## src/rtl/decoder_pkg.sv

```systemverilog
// Shared decode constants: RV32I/M opcodes, ALU op indices (same ordering as the ALU),
// decoder FSM encoding and the combinational decode result bundle.
package decoder_pkg;

  localparam int unsigned XLEN  = 32;
  localparam int unsigned IDX_W = 6;
  localparam int unsigned REG_W = 5;

  typedef logic [IDX_W-1:0] alu_idx_t;

  localparam logic [6:0] OP_LUI    = 7'b0110111;
  localparam logic [6:0] OP_AUIPC  = 7'b0010111;
  localparam logic [6:0] OP_JAL    = 7'b1101111;
  localparam logic [6:0] OP_JALR   = 7'b1100111;
  localparam logic [6:0] OP_BRANCH = 7'b1100011;
  localparam logic [6:0] OP_LOAD   = 7'b0000011;
  localparam logic [6:0] OP_STORE  = 7'b0100011;
  localparam logic [6:0] OP_IMM    = 7'b0010011;
  localparam logic [6:0] OP_REG    = 7'b0110011;

  localparam alu_idx_t ALU_ADD    = 6'd0;
  localparam alu_idx_t ALU_SUB    = 6'd1;
  localparam alu_idx_t ALU_SLL    = 6'd2;
  localparam alu_idx_t ALU_SLT    = 6'd3;
  localparam alu_idx_t ALU_SLTU   = 6'd4;
  localparam alu_idx_t ALU_XOR    = 6'd5;
  localparam alu_idx_t ALU_SRL    = 6'd6;
  localparam alu_idx_t ALU_SRA    = 6'd7;
  localparam alu_idx_t ALU_OR     = 6'd8;
  localparam alu_idx_t ALU_AND    = 6'd9;
  localparam alu_idx_t ALU_MUL    = 6'd10;
  localparam alu_idx_t ALU_MULH   = 6'd11;
  localparam alu_idx_t ALU_MULHSU = 6'd12;
  localparam alu_idx_t ALU_MULHU  = 6'd13;
  localparam alu_idx_t ALU_DIV    = 6'd14;
  localparam alu_idx_t ALU_DIVU   = 6'd15;
  localparam alu_idx_t ALU_REM    = 6'd16;
  localparam alu_idx_t ALU_REMU   = 6'd17;
  localparam alu_idx_t ALU_ADDI   = 6'd18;
  localparam alu_idx_t ALU_SLTI   = 6'd19;
  localparam alu_idx_t ALU_SLTIU  = 6'd20;
  localparam alu_idx_t ALU_XORI   = 6'd21;
  localparam alu_idx_t ALU_ORI    = 6'd22;
  localparam alu_idx_t ALU_ANDI   = 6'd23;
  localparam alu_idx_t ALU_SLLI   = 6'd24;
  localparam alu_idx_t ALU_SRLI   = 6'd25;
  localparam alu_idx_t ALU_SRAI   = 6'd26;
  localparam alu_idx_t ALU_LB     = 6'd27;
  localparam alu_idx_t ALU_LH     = 6'd28;
  localparam alu_idx_t ALU_LW     = 6'd29;
  localparam alu_idx_t ALU_LBU    = 6'd30;
  localparam alu_idx_t ALU_LHU    = 6'd31;
  localparam alu_idx_t ALU_SB     = 6'd32;
  localparam alu_idx_t ALU_SH     = 6'd33;
  localparam alu_idx_t ALU_SW     = 6'd34;
  localparam alu_idx_t ALU_BEQ    = 6'd35;
  localparam alu_idx_t ALU_BNE    = 6'd36;
  localparam alu_idx_t ALU_BLT    = 6'd37;
  localparam alu_idx_t ALU_BGE    = 6'd38;
  localparam alu_idx_t ALU_BLTU   = 6'd39;
  localparam alu_idx_t ALU_BGEU   = 6'd40;
  localparam alu_idx_t ALU_JAL    = 6'd41;
  localparam alu_idx_t ALU_JALR   = 6'd42;
  localparam alu_idx_t ALU_LUI    = 6'd43;
  localparam alu_idx_t ALU_AUIPC  = 6'd44;
  localparam alu_idx_t OP_NOP     = 6'd63;

  typedef enum logic [1:0] {
    ST_RUN   = 2'd0,
    ST_WAIT1 = 2'd1,
    ST_WAIT2 = 2'd2
  } dec_state_t;

  typedef struct packed {
    alu_idx_t idx;
    logic     illegal;
    logic     is_ctrl;
    logic     is_mem;
  } decode_t;

endpackage

```

## src/rtl/instr_decode_comb.sv

```systemverilog
// Purely combinational RV32I(+M) word -> ALU op index decode.
// DECODER_RV32M_EN: when defined, funct7=0000001 on OP_REG decodes to the M-extension ops.
module instr_decode_comb
  import decoder_pkg::*;
(
  input  logic [XLEN-1:0] instr,
  output decode_t         dec
);

  logic [6:0] opcode;
  logic [2:0] funct3;
  logic [6:0] funct7;
  alu_idx_t   idx;
  logic       bad;
  logic       unused_fields;

  assign opcode = instr[6:0];
  assign funct3 = instr[14:12];
  assign funct7 = instr[31:25];
  assign unused_fields = ^{instr[24:15], instr[11:7]};

  always_comb begin
    idx = OP_NOP;
    bad = 1'b0;
    case (opcode)
      OP_REG: begin
        if (funct7 == 7'b0000000) begin
          case (funct3)
            3'b000: idx = ALU_ADD;
            3'b001: idx = ALU_SLL;
            3'b010: idx = ALU_SLT;
            3'b011: idx = ALU_SLTU;
            3'b100: idx = ALU_XOR;
            3'b101: idx = ALU_SRL;
            3'b110: idx = ALU_OR;
            3'b111: idx = ALU_AND;
          endcase
        end else if (funct7 == 7'b0100000) begin
          case (funct3)
            3'b000:  idx = ALU_SUB;
            3'b101:  idx = ALU_SRA;
            default: bad = 1'b1;
          endcase
`ifdef DECODER_RV32M_EN
        end else if (funct7 == 7'b0000001) begin
          // MUL..REMU occupy consecutive indices in funct3 order
          idx = ALU_MUL + alu_idx_t'(funct3);
`endif
        end else begin
          bad = 1'b1;
        end
      end
      OP_IMM: begin
        case (funct3)
          3'b000: idx = ALU_ADDI;
          3'b010: idx = ALU_SLTI;
          3'b011: idx = ALU_SLTIU;
          3'b100: idx = ALU_XORI;
          3'b110: idx = ALU_ORI;
          3'b111: idx = ALU_ANDI;
          3'b001: begin
            if (funct7 == 7'b0000000) idx = ALU_SLLI;
            else                      bad = 1'b1;
          end
          3'b101: begin
            if (funct7 == 7'b0000000)      idx = ALU_SRLI;
            else if (funct7 == 7'b0100000) idx = ALU_SRAI;
            else                           bad = 1'b1;
          end
        endcase
      end
      OP_LOAD: begin
        case (funct3)
          3'b000:  idx = ALU_LB;
          3'b001:  idx = ALU_LH;
          3'b010:  idx = ALU_LW;
          3'b100:  idx = ALU_LBU;
          3'b101:  idx = ALU_LHU;
          default: bad = 1'b1;
        endcase
      end
      OP_STORE: begin
        case (funct3)
          3'b000:  idx = ALU_SB;
          3'b001:  idx = ALU_SH;
          3'b010:  idx = ALU_SW;
          default: bad = 1'b1;
        endcase
      end
      OP_BRANCH: begin
        case (funct3)
          3'b000:  idx = ALU_BEQ;
          3'b001:  idx = ALU_BNE;
          3'b100:  idx = ALU_BLT;
          3'b101:  idx = ALU_BGE;
          3'b110:  idx = ALU_BLTU;
          3'b111:  idx = ALU_BGEU;
          default: bad = 1'b1;
        endcase
      end
      OP_JAL:   idx = ALU_JAL;
      OP_JALR: begin
        if (funct3 == 3'b000) idx = ALU_JALR;
        else                  bad = 1'b1;
      end
      OP_LUI:   idx = ALU_LUI;
      OP_AUIPC: idx = ALU_AUIPC;
      default:  bad = 1'b1;
    endcase
    if (bad) idx = OP_NOP;
  end

  assign dec.idx     = idx;
  assign dec.illegal = bad;
  assign dec.is_ctrl = !bad && (idx >= ALU_BEQ) && (idx <= ALU_JALR);
  assign dec.is_mem  = !bad && (idx >= ALU_LB) && (idx <= ALU_SW);

endmodule

```

## src/rtl/instr_decoder.sv

```systemverilog
// Decode stage: fetch handshake, registered issue to the ALU, 2-cycle control-flow hold-off.
// DECODER_RV32M_EN (see instr_decode_comb) enables M-extension decode.
module instr_decoder
  import decoder_pkg::*;
(
  input  logic             i_clk,
  input  logic             i_rst,
  input  logic             i_fetch_valid,
  input  logic [XLEN-1:0]  i_fetch_instr,
  input  logic [XLEN-1:0]  i_fetch_pc,
  output logic             o_fetch_ready,
  input  logic             i_stall,
  input  logic             i_jump_DV,
  output logic [XLEN-1:0]  o_instruction,
  output logic [XLEN-1:0]  o_IR,
  output logic [XLEN-1:0]  o_PC,
  output logic [REG_W-1:0] o_rs1,
  output logic [REG_W-1:0] o_rs2,
  output logic [REG_W-1:0] o_rd,
  output logic             o_valid,
  output logic             o_mem_op,
  output logic             o_illegal
);

  localparam int unsigned FLUSH_W = 16;

  dec_state_t         state;
  dec_state_t         state_nxt;
  decode_t            dec;
  logic               accept;
  logic [FLUSH_W-1:0] flush_cnt;
  logic               unused_flush;

  instr_decode_comb u_decode (
    .instr (i_fetch_instr),
    .dec   (dec)
  );

  assign accept = i_fetch_valid && o_fetch_ready;

  // State register
  always_ff @(posedge i_clk) begin
    if (i_rst) state <= ST_RUN;
    else       state <= state_nxt;
  end

  // Next state: control-flow ops hold fetch off while the ALU resolves them
  always_comb begin
    state_nxt = state;
    case (state)
      ST_RUN:   if (accept && dec.is_ctrl) state_nxt = ST_WAIT1;
      ST_WAIT1: state_nxt = ST_WAIT2;
      ST_WAIT2: state_nxt = ST_RUN;
      default:  state_nxt = ST_RUN;
    endcase
  end

  // FSM outputs
  always_comb begin
    o_fetch_ready = 1'b0;
    if (state == ST_RUN) o_fetch_ready = !i_stall;
  end

  // Issue registers: NOP every cycle unless a word is accepted
  always_ff @(posedge i_clk) begin
    if (i_rst) begin
      o_instruction <= XLEN'(OP_NOP);
      o_valid       <= 1'b0;
      o_mem_op      <= 1'b0;
      o_illegal     <= 1'b0;
      o_IR          <= '0;
      o_PC          <= '0;
      o_rs1         <= '0;
      o_rs2         <= '0;
      o_rd          <= '0;
    end else begin
      o_instruction <= XLEN'(OP_NOP);
      o_valid       <= 1'b0;
      o_mem_op      <= 1'b0;
      o_illegal     <= 1'b0;
      if (accept) begin
        o_instruction <= XLEN'(dec.idx);
        o_valid       <= !dec.illegal;
        o_mem_op      <= dec.is_mem;
        o_illegal     <= dec.illegal;
        o_IR          <= i_fetch_instr;
        o_PC          <= i_fetch_pc;
        o_rs1         <= i_fetch_instr[19:15];
        o_rs2         <= i_fetch_instr[24:20];
        o_rd          <= i_fetch_instr[11:7];
      end
    end
  end

  // Taken control-flow count, sampled in the cycle the ALU reports it
  always_ff @(posedge i_clk) begin
    if (i_rst)                               flush_cnt <= '0;
    else if (state == ST_WAIT2 && i_jump_DV) flush_cnt <= flush_cnt + FLUSH_W'(1);
  end

  assign unused_flush = ^flush_cnt;

endmodule

```

## config.mk

```make
export PLATFORM = sky130hd
export DESIGN_NAME = instr_decoder
export DESIGN_NICKNAME = d
export VERILOG_FILES = /design/src/rtl/decoder_pkg.sv /design/src/rtl/instr_decode_comb.sv /design/src/rtl/instr_decoder.sv
export SDC_FILE = /design/constraint.sdc
export NUM_CORES = 1
export LEC_CHECK = 0
export ABC_AREA = 0
export BUFFER_PORTS_ARGS = -buffer_cell sky130_fd_sc_hd__buf_4
export CAP_MARGIN = 20
export CELL_PAD_IN_SITES_DETAIL_PLACEMENT = 1
export CELL_PAD_IN_SITES_GLOBAL_PLACEMENT = 1
export CORE_MARGIN = 4
export CORE_UTILIZATION = 32
export CTS_CLUSTER_DIAMETER = 30
export DETAILED_ROUTE_END_ITERATION = 10
export MAX_ROUTING_LAYER = met4
export PLACE_DENSITY_LB_ADDON = 0.1
export SLEW_MARGIN = 10
export SYNTH_ARGS = -nofsm -noshare
export SYNTH_HDL_FRONTEND = slang
export SYNTH_SLANG_ARGS = --single-unit
```

## constraint.sdc

```tcl
create_clock -name i_clk -period 3 [get_ports i_clk]
set_input_delay 0.6 -clock i_clk [delete_from_list [all_inputs] [get_ports i_clk]]
set_output_delay 0.6 -clock i_clk [all_outputs]
set_load 0.02 [all_outputs]
```

==> qor.yml, run 1 <==
power_frac_seq: 0.394
antenna_found_initial: 0
cp.depth: 11
start_util: 0.327
synth-edff-count: 0
dp_hpwl_um: 9150
pwr-share-comb: 0.169
criticalPathCategory: "input port to flop"
cts_setup_buffers: 0
cp-end-kind: "flop"
tns_ns: 0
pwr_density_cell_mw_per_mm2: 520
synthSimpleGateAreaFrac: 0.254
ios: 184
finalHoldViolCount: 0
worst-path-buf-inv: 2
grtUsageTotal: 0.180
place.gp.congestion: 0.921
rsz0062_at_grt: "no"
synth-seq-cells: 75
diodes: 0
synth_compound_area_frac: 0.200
first_global_vias: 3623
hold_path_class: "flop to flop"
final_nets: 698
slowest_delay_ns: 0.49
ys_types: 62
slew_viol_final: 0
ctsResizeCount: 0
drcViolationCount: 0
p_clk_frac: 0.437
async_flop_share: 0
r2r_slack_ns: 1.12
muxShareOfSynthArea: 0
crit_end: "o_mem_op$_SDFF_PP0_"
die_h_um: 116
crit_required_ns: 3.25
critPathLaunchType: "input port"
areaGrowthSynthToFinish_pct: 37.8
tightestPinTransition_ns: 0.740
ys_warn_count: 0
vdd_drop_max_uv: 245
arrival_ns: 2.88
die-area_mm2: 0.0135
ys_seq_area_frac: 0.400
cts_tree: "done"
min_period_ns: 2.63
totalWireLength_um: 12400
path_max_fanout: 13
clk_latency_ns: 0.33
r2r_cells: 5
path_cells: "buf_4 -> inv_1 -> ha_1 -> nor3_1 -> o2111ai_1 -> o21ai_1 -> nor4_1 -> o211ai_1 -> nor3_2 -> nand2_1 -> a211oi_2"
synth.most_common_cell: "nand2_1"
status: "completed"
synthAdderAreaFrac: 0.0133
synth_cells: 497
gr-total-overflow: 0
drt_iter0_markers: 213
syn-cell-area_mm2: 0.00375
avgRoutedWirePerCell_um: 16.0
fin_ws_ns: 0.368
drive_gt1_frac: 0.313
clockRootBuffer: "clkbuf_16"
avgViaCountPerCell: 4.84
port_buffers: 156
core-area_mm2: 0.0115
slew-limit-headroom: 0.507
ys_top_cells_by_area: "dfxtp_1 (40%), nand2_1 (15%), a21oi_1 (11%)"
fin_crit_sh: 0.877
rows: 39
switching_share: 0.261
grt_pass1_wl_um: 18900
cts_max_level: 3
drtPass1Iterations: 6
drtAntennaViolNets: 0
power_switching_mw: 0.702
leakage_nw: 2.24
pre_cts_ws_ns: 0.0801
startpoint: "i_fetch_instr[12]"
synth_ff_type: "dfxtp_1"
fin_skew_ns: 0.0110
grt_max_degree: 68
fmax_mhz: 380
r2r_end: "o_PC[3]$_SDFFE_PP0P_"
p_int_mw: 1.99
hold_buffers: 0
clk_pin_slew_ns: 0.06
synth_top_family_by_area: "simple AND/OR/NAND/NOR gates"
setup_viol: 0
cpLargestDelayFamily: "simple AND/OR/NAND/NOR gates"
cts_sinks: 75
yosysTopAreaCell: "dfxtp_1"
synth_common_cells: "nand2_1 (148), a21oi_1 (80), dfxtp_1 (75)"
fin_util: 0.451
cts_buffer_depth: 2
die_x_um: 116
yosys.area_share.xor_xnor: 0.00233
maxCapViolCount: 0
num_vias: 3740
regToRegStartpoint: "state[0]$_SDFFE_PP0P_"
cts_buffers: 9
slowest_stage: "ha_1"
syn_area_per_cell_um2: 7.56
synthDominantCellAreaShare: 0.400
worst reg2reg max path: stages (launching register included):
cell,delay [ns]
dfxtp_1,0.31
nor3_1,0.37
and2_2,0.62
buf_12,0.28
nand2_1,0.10
a21oi_1,0.13
sequential cells by signal (all words and copies together) (netlist names):
register       cells
o_valid            1
o_IR              32
o_PC              32
o_illegal          1
o_instruction      6
o_mem_op           1
state              2
cells by family (layout without fill, tap and decap cells):
kind of cell,after synthesis,count (layout)
other,1,26
DFF,75,75
adders and majority gates,4,4
buffers and inverters,83,191
and+or+nand+nor,207,207
AOI/OAI and AO/OA,126,126
xor gates and xnor gates,1,1
how the worst min path moves through the flow:
stage	from	to	slack [ns]	depth (start not counted)
6_report	state[1]$_SDFFE_PP0P_	state[1]$_SDFFE_PP0P_	0.42	1
2_1_floorplan	state[1]$_SDFFE_PP0P_	state[1]$_SDFFE_PP0P_	0.40	1
3_5_place_dp	state[1]$_SDFFE_PP0P_	state[1]$_SDFFE_PP0P_	0.41	1
4_1_cts	state[1]$_SDFFE_PP0P_	state[1]$_SDFFE_PP0P_	0.43	1
3_3_place_gp	state[1]$_SDFFE_PP0P_	state[1]$_SDFFE_PP0P_	0.41	1
5_1_grt	state[1]$_SDFFE_PP0P_	state[1]$_SDFFE_PP0P_	0.46	1
layer usage:
metal	global-route usage	routed length [um]
met1	0.227	5340
met3	0.0363	801
met2	0.291	6090
met4	0.0526	167
met5	-	0
through the flow:
| step | power, mW | hold slack (ns) | instance area (um2) | std cells |
|---|---|---|---|---|
| 2_1_floorplan | 1.37 | 0.399 | 3850 | 522 |
| 3_3_place_gp | 1.53 | 0.407 | 4840 | 757 |
| 3_5_place_dp | 1.54 | 0.415 | 4840 | 757 |
| 4_1_cts | 2.73 | 0.427 | 5170 | 773 |
| 5_1_grt | 2.82 | 0.459 | 5170 | 773 |
| 6_report | 2.69 | 0.423 | 5170 | 773 |
power groups by stage:
stage | Sequential (mW) | Combinational (mW) | Clock (mW)
2_1_floorplan | 1.13 | 0.241 | 0
3_3_place_gp | 1.08 | 0.449 | 0
3_5_place_dp | 1.08 | 0.458 | 0
4_1_cts | 1.06 | 0.459 | 1.21
5_1_grt | 1.07 | 0.495 | 1.26
6_report | 1.06 | 0.456 | 1.18
placed cells by master, fill, tap and decap left out, types with 2 or more instances in the layout:
cell	instances
a211o_1	2
o211ai_1	7
ha_1	4
nor2b_1	2
buf_4	166
clkbuf_16	9
nand3_1	5
nor4_1	2
a21oi_1	80
nor4_2	2
o31ai_1	2
nor3_1	4
bufinv_16	2
conb_1	26
nand2_1	147
clkbuf_8	2
nand3b_1	4
o21ai_1	3
a31oi_1	6
nand2b_1	8
dfxtp_1	75
nor3b_1	3
o21ai_0	7
inv_1	7
nor2_1	13
area by class of cell:
type	count	area (um2)
Clock buffer	12	256
Timing Repair Buffer	167	1270
Multi-Input combinational cell	364	1870
Tap cell	143	179
Sequential cell	75	1500
Fill cell	1395	6290
Clock inverter	4	72.6
Inverter	8	30.0
(Power assumes the default switching activity.)
==> run 2: changes to the inputs <==
--- a/config.mk
+++ b/config.mk
@@ -8,8 +8,9 @@
 export ABC_AREA = 0
 export BUFFER_PORTS_ARGS = -buffer_cell sky130_fd_sc_hd__buf_4
 export CAP_MARGIN = 20
-export CELL_PAD_IN_SITES_DETAIL_PLACEMENT = 1
+export CELL_PAD_IN_SITES_DETAIL_PLACEMENT = 0
 export CELL_PAD_IN_SITES_GLOBAL_PLACEMENT = 1
+export CORE_ASPECT_RATIO = 0.75
 export CORE_MARGIN = 4
 export CORE_UTILIZATION = 32
 export CTS_CLUSTER_DIAMETER = 30
==> qor.yml, run 2 (same netlist as run 1, synthesis figures left out) <==
fmax_mhz: 377  # -0.77%
dp_hpwl_um: 8480  # -7.3%
cp-end-kind: "flop"
hold_buffers: 0  # unchanged
rsz0062_at_grt: "no"
fin_skew_ns: 0.00836  # -0.00261 ns
met2WireLength_um: 5160  # -15%
core-area_mm2: 0.0112  # -2.4%
grt_max_degree: 68  # unchanged
min_from: "state[1]$_SDFFE_PP0P_"
crit_required_ns: 3.24  # about the same
start_util: 0.336  # +0.00813
cts_setup_buffers: 0  # unchanged
cpLargestDelayFamily: "simple AND/OR/NAND/NOR gates"
grtUsageTotal: 0.172  # -0.00760
die-area_mm2: 0.0135  # +0.13%
slew-limit-headroom: 0.519  # +0.0126
drt-met1-wl_um: 5170  # -3.2%
die_x_um: 133  # +14%
cts_max_level: 3  # unchanged
criticalPathCategory: "input port to flop"
tightestPinTransition_ns: 0.721  # -0.0189 ns
port_buffers: 156  # unchanged
path_max_fanout: 14  # +1
cts_sinks: 75  # unchanged
ctsResizeCount: 0  # unchanged
startpoint: "i_fetch_instr[12]"
antenna_found_initial: 0  # unchanged
fin_util: 0.462  # +0.0107
leakage_nw: 2.23  # -0.62%
register_area_mm2: 0.00150  # unchanged
setup_viol: 0  # unchanged
critPathLaunchType: "input port"
drcViolationCount: 0  # unchanged
cts_buffer_depth: 2  # unchanged
worst-path-buf-inv: 2  # unchanged
slew_viol_final: 0  # unchanged
cts_buffers: 9  # unchanged
totalWireLength_um: 11600  # -6.3%
status: "completed"
maxCapViolCount: 0  # unchanged
areaGrowthSynthToFinish_pct: 37.6  # about the same
gr-total-overflow: 0  # unchanged
vdd_drop_max_uv: 242  # -1.2%
place.gp.congestion: 0.906  # -1.6%
drive_gt1_frac: 0.311  # -0.00159
rows: 33  # -15%
fin_crit_sh: 0.884  # +0.00683
arrival_ns: 2.89  # about the same
reg_top3: "o_IR (32), o_PC (32), o_instruction (6)"
first_global_vias: 3450  # -4.8%
drt_iter0_markers: 272  # +28%
num_vias: 3718  # -0.59%
slowest_stage: "ha_1"
grt_pass1_wl_um: 18200  # -3.3%
ios: 184  # unchanged
final_nets: 698  # unchanged
finalHoldViolCount: 0  # unchanged
regToRegStartpoint: "state[0]$_SDFFE_PP0P_"
drtAntennaViolNets: 0  # unchanged
cts_tree: "done"
drtPass1Iterations: 4  # -2
path_cells: "buf_4 -> inv_1 -> ha_1 -> nor3_1 -> o2111ai_1 -> o21ai_1 -> nor4_1 -> o211ai_1 -> nor3_2 -> nand2_1 -> a211oi_2"
layout_common_cells: "buf_4 (166), nand2_1 (147), a21oi_1 (80)"
wl_met3_um: 1160  # +45%
hold_path_class: "flop to flop"
fillers: 1168  # -16%
multiInputGateArea_mm2: 0.00187  # unchanged
highest_layer: "met4"
die_h_um: 102  # -12%
clockRootBuffer: "clkbuf_16"
tns_ns: 0  # unchanged
fin_hold_ws_ns: 0.422  # -0.00132 ns
r2r_slack_ns: 1.24  # +0.12 ns
slowest_delay_ns: 0.49  # about the same
diodes: 0  # unchanged
min_period_ns: 2.65  # +0.0205 ns
layout_commonest_cell: "buf_4"
pwr_density_cell_mw_per_mm2: 505  # -3.0%
clk_latency_ns: 0.33  # about the same
avgViaCountPerCell: 4.72  # -2.4%
clk_pin_slew_ns: 0.06  # about the same
avgRoutedWirePerCell_um: 14.8  # -8.0%
[run 2: per-stage QoR]
step           area [um2]  total power, mW  instances  worst slack (ns)
2_1_floorplan        3850             1.37        522             0.425
3_3_place_gp         4860             1.53        771             0.116
3_5_place_dp         4860             1.53        771            0.0711
4_1_cts              5170             2.65        787             0.403
5_1_grt              5170             2.74        787            0.0768
6_report             5170             2.61        787             0.348
[run 2: layout make-up]
cell class / count / area share
clock inverter: 3 / 0.00896
inverter: 8 / 0.00581
multi-input combinational: 364 / 0.361
clock buffer: 13 / 0.0504
tap: 157 / 0.0380
sequential: 75 / 0.291
timing repair buffer: 167 / 0.245
[run 2: report_power, final]
part	internal [mW]	total [mW]	switching, mW	leakage, nW
Combinational	0.180	0.450	0.270	1.47
Clock	0.692	1.10	0.406	0.146
Sequential	1.04	1.06	0.0225	0.612
[run 2: worst reg2reg max path, stage by stage (launching register included)]
cell     delay [ns]
dfxtp_1        0.30
nor3_1         0.34
nand2_2        0.36
buf_4          0.41
nand2_1        0.15
a21oi_1        0.06
[run 2: final timing paths]
kind                      endpoint  depth (start not counted)
max            o_mem_op$_SDFF_PP0_                         11
min          state[1]$_SDFFE_PP0P_                          1
max reg2reg   o_IR[0]$_SDFFE_PP0P_                          5
min reg2reg  state[1]$_SDFFE_PP0P_                          1
[run 2: layer usage]
layer	track usage	vias to the layer above
li1	-	1862
met1	0.228	1668
met2	0.253	173
met3	0.0576	15
met4	0.0447	0
met5	-	-
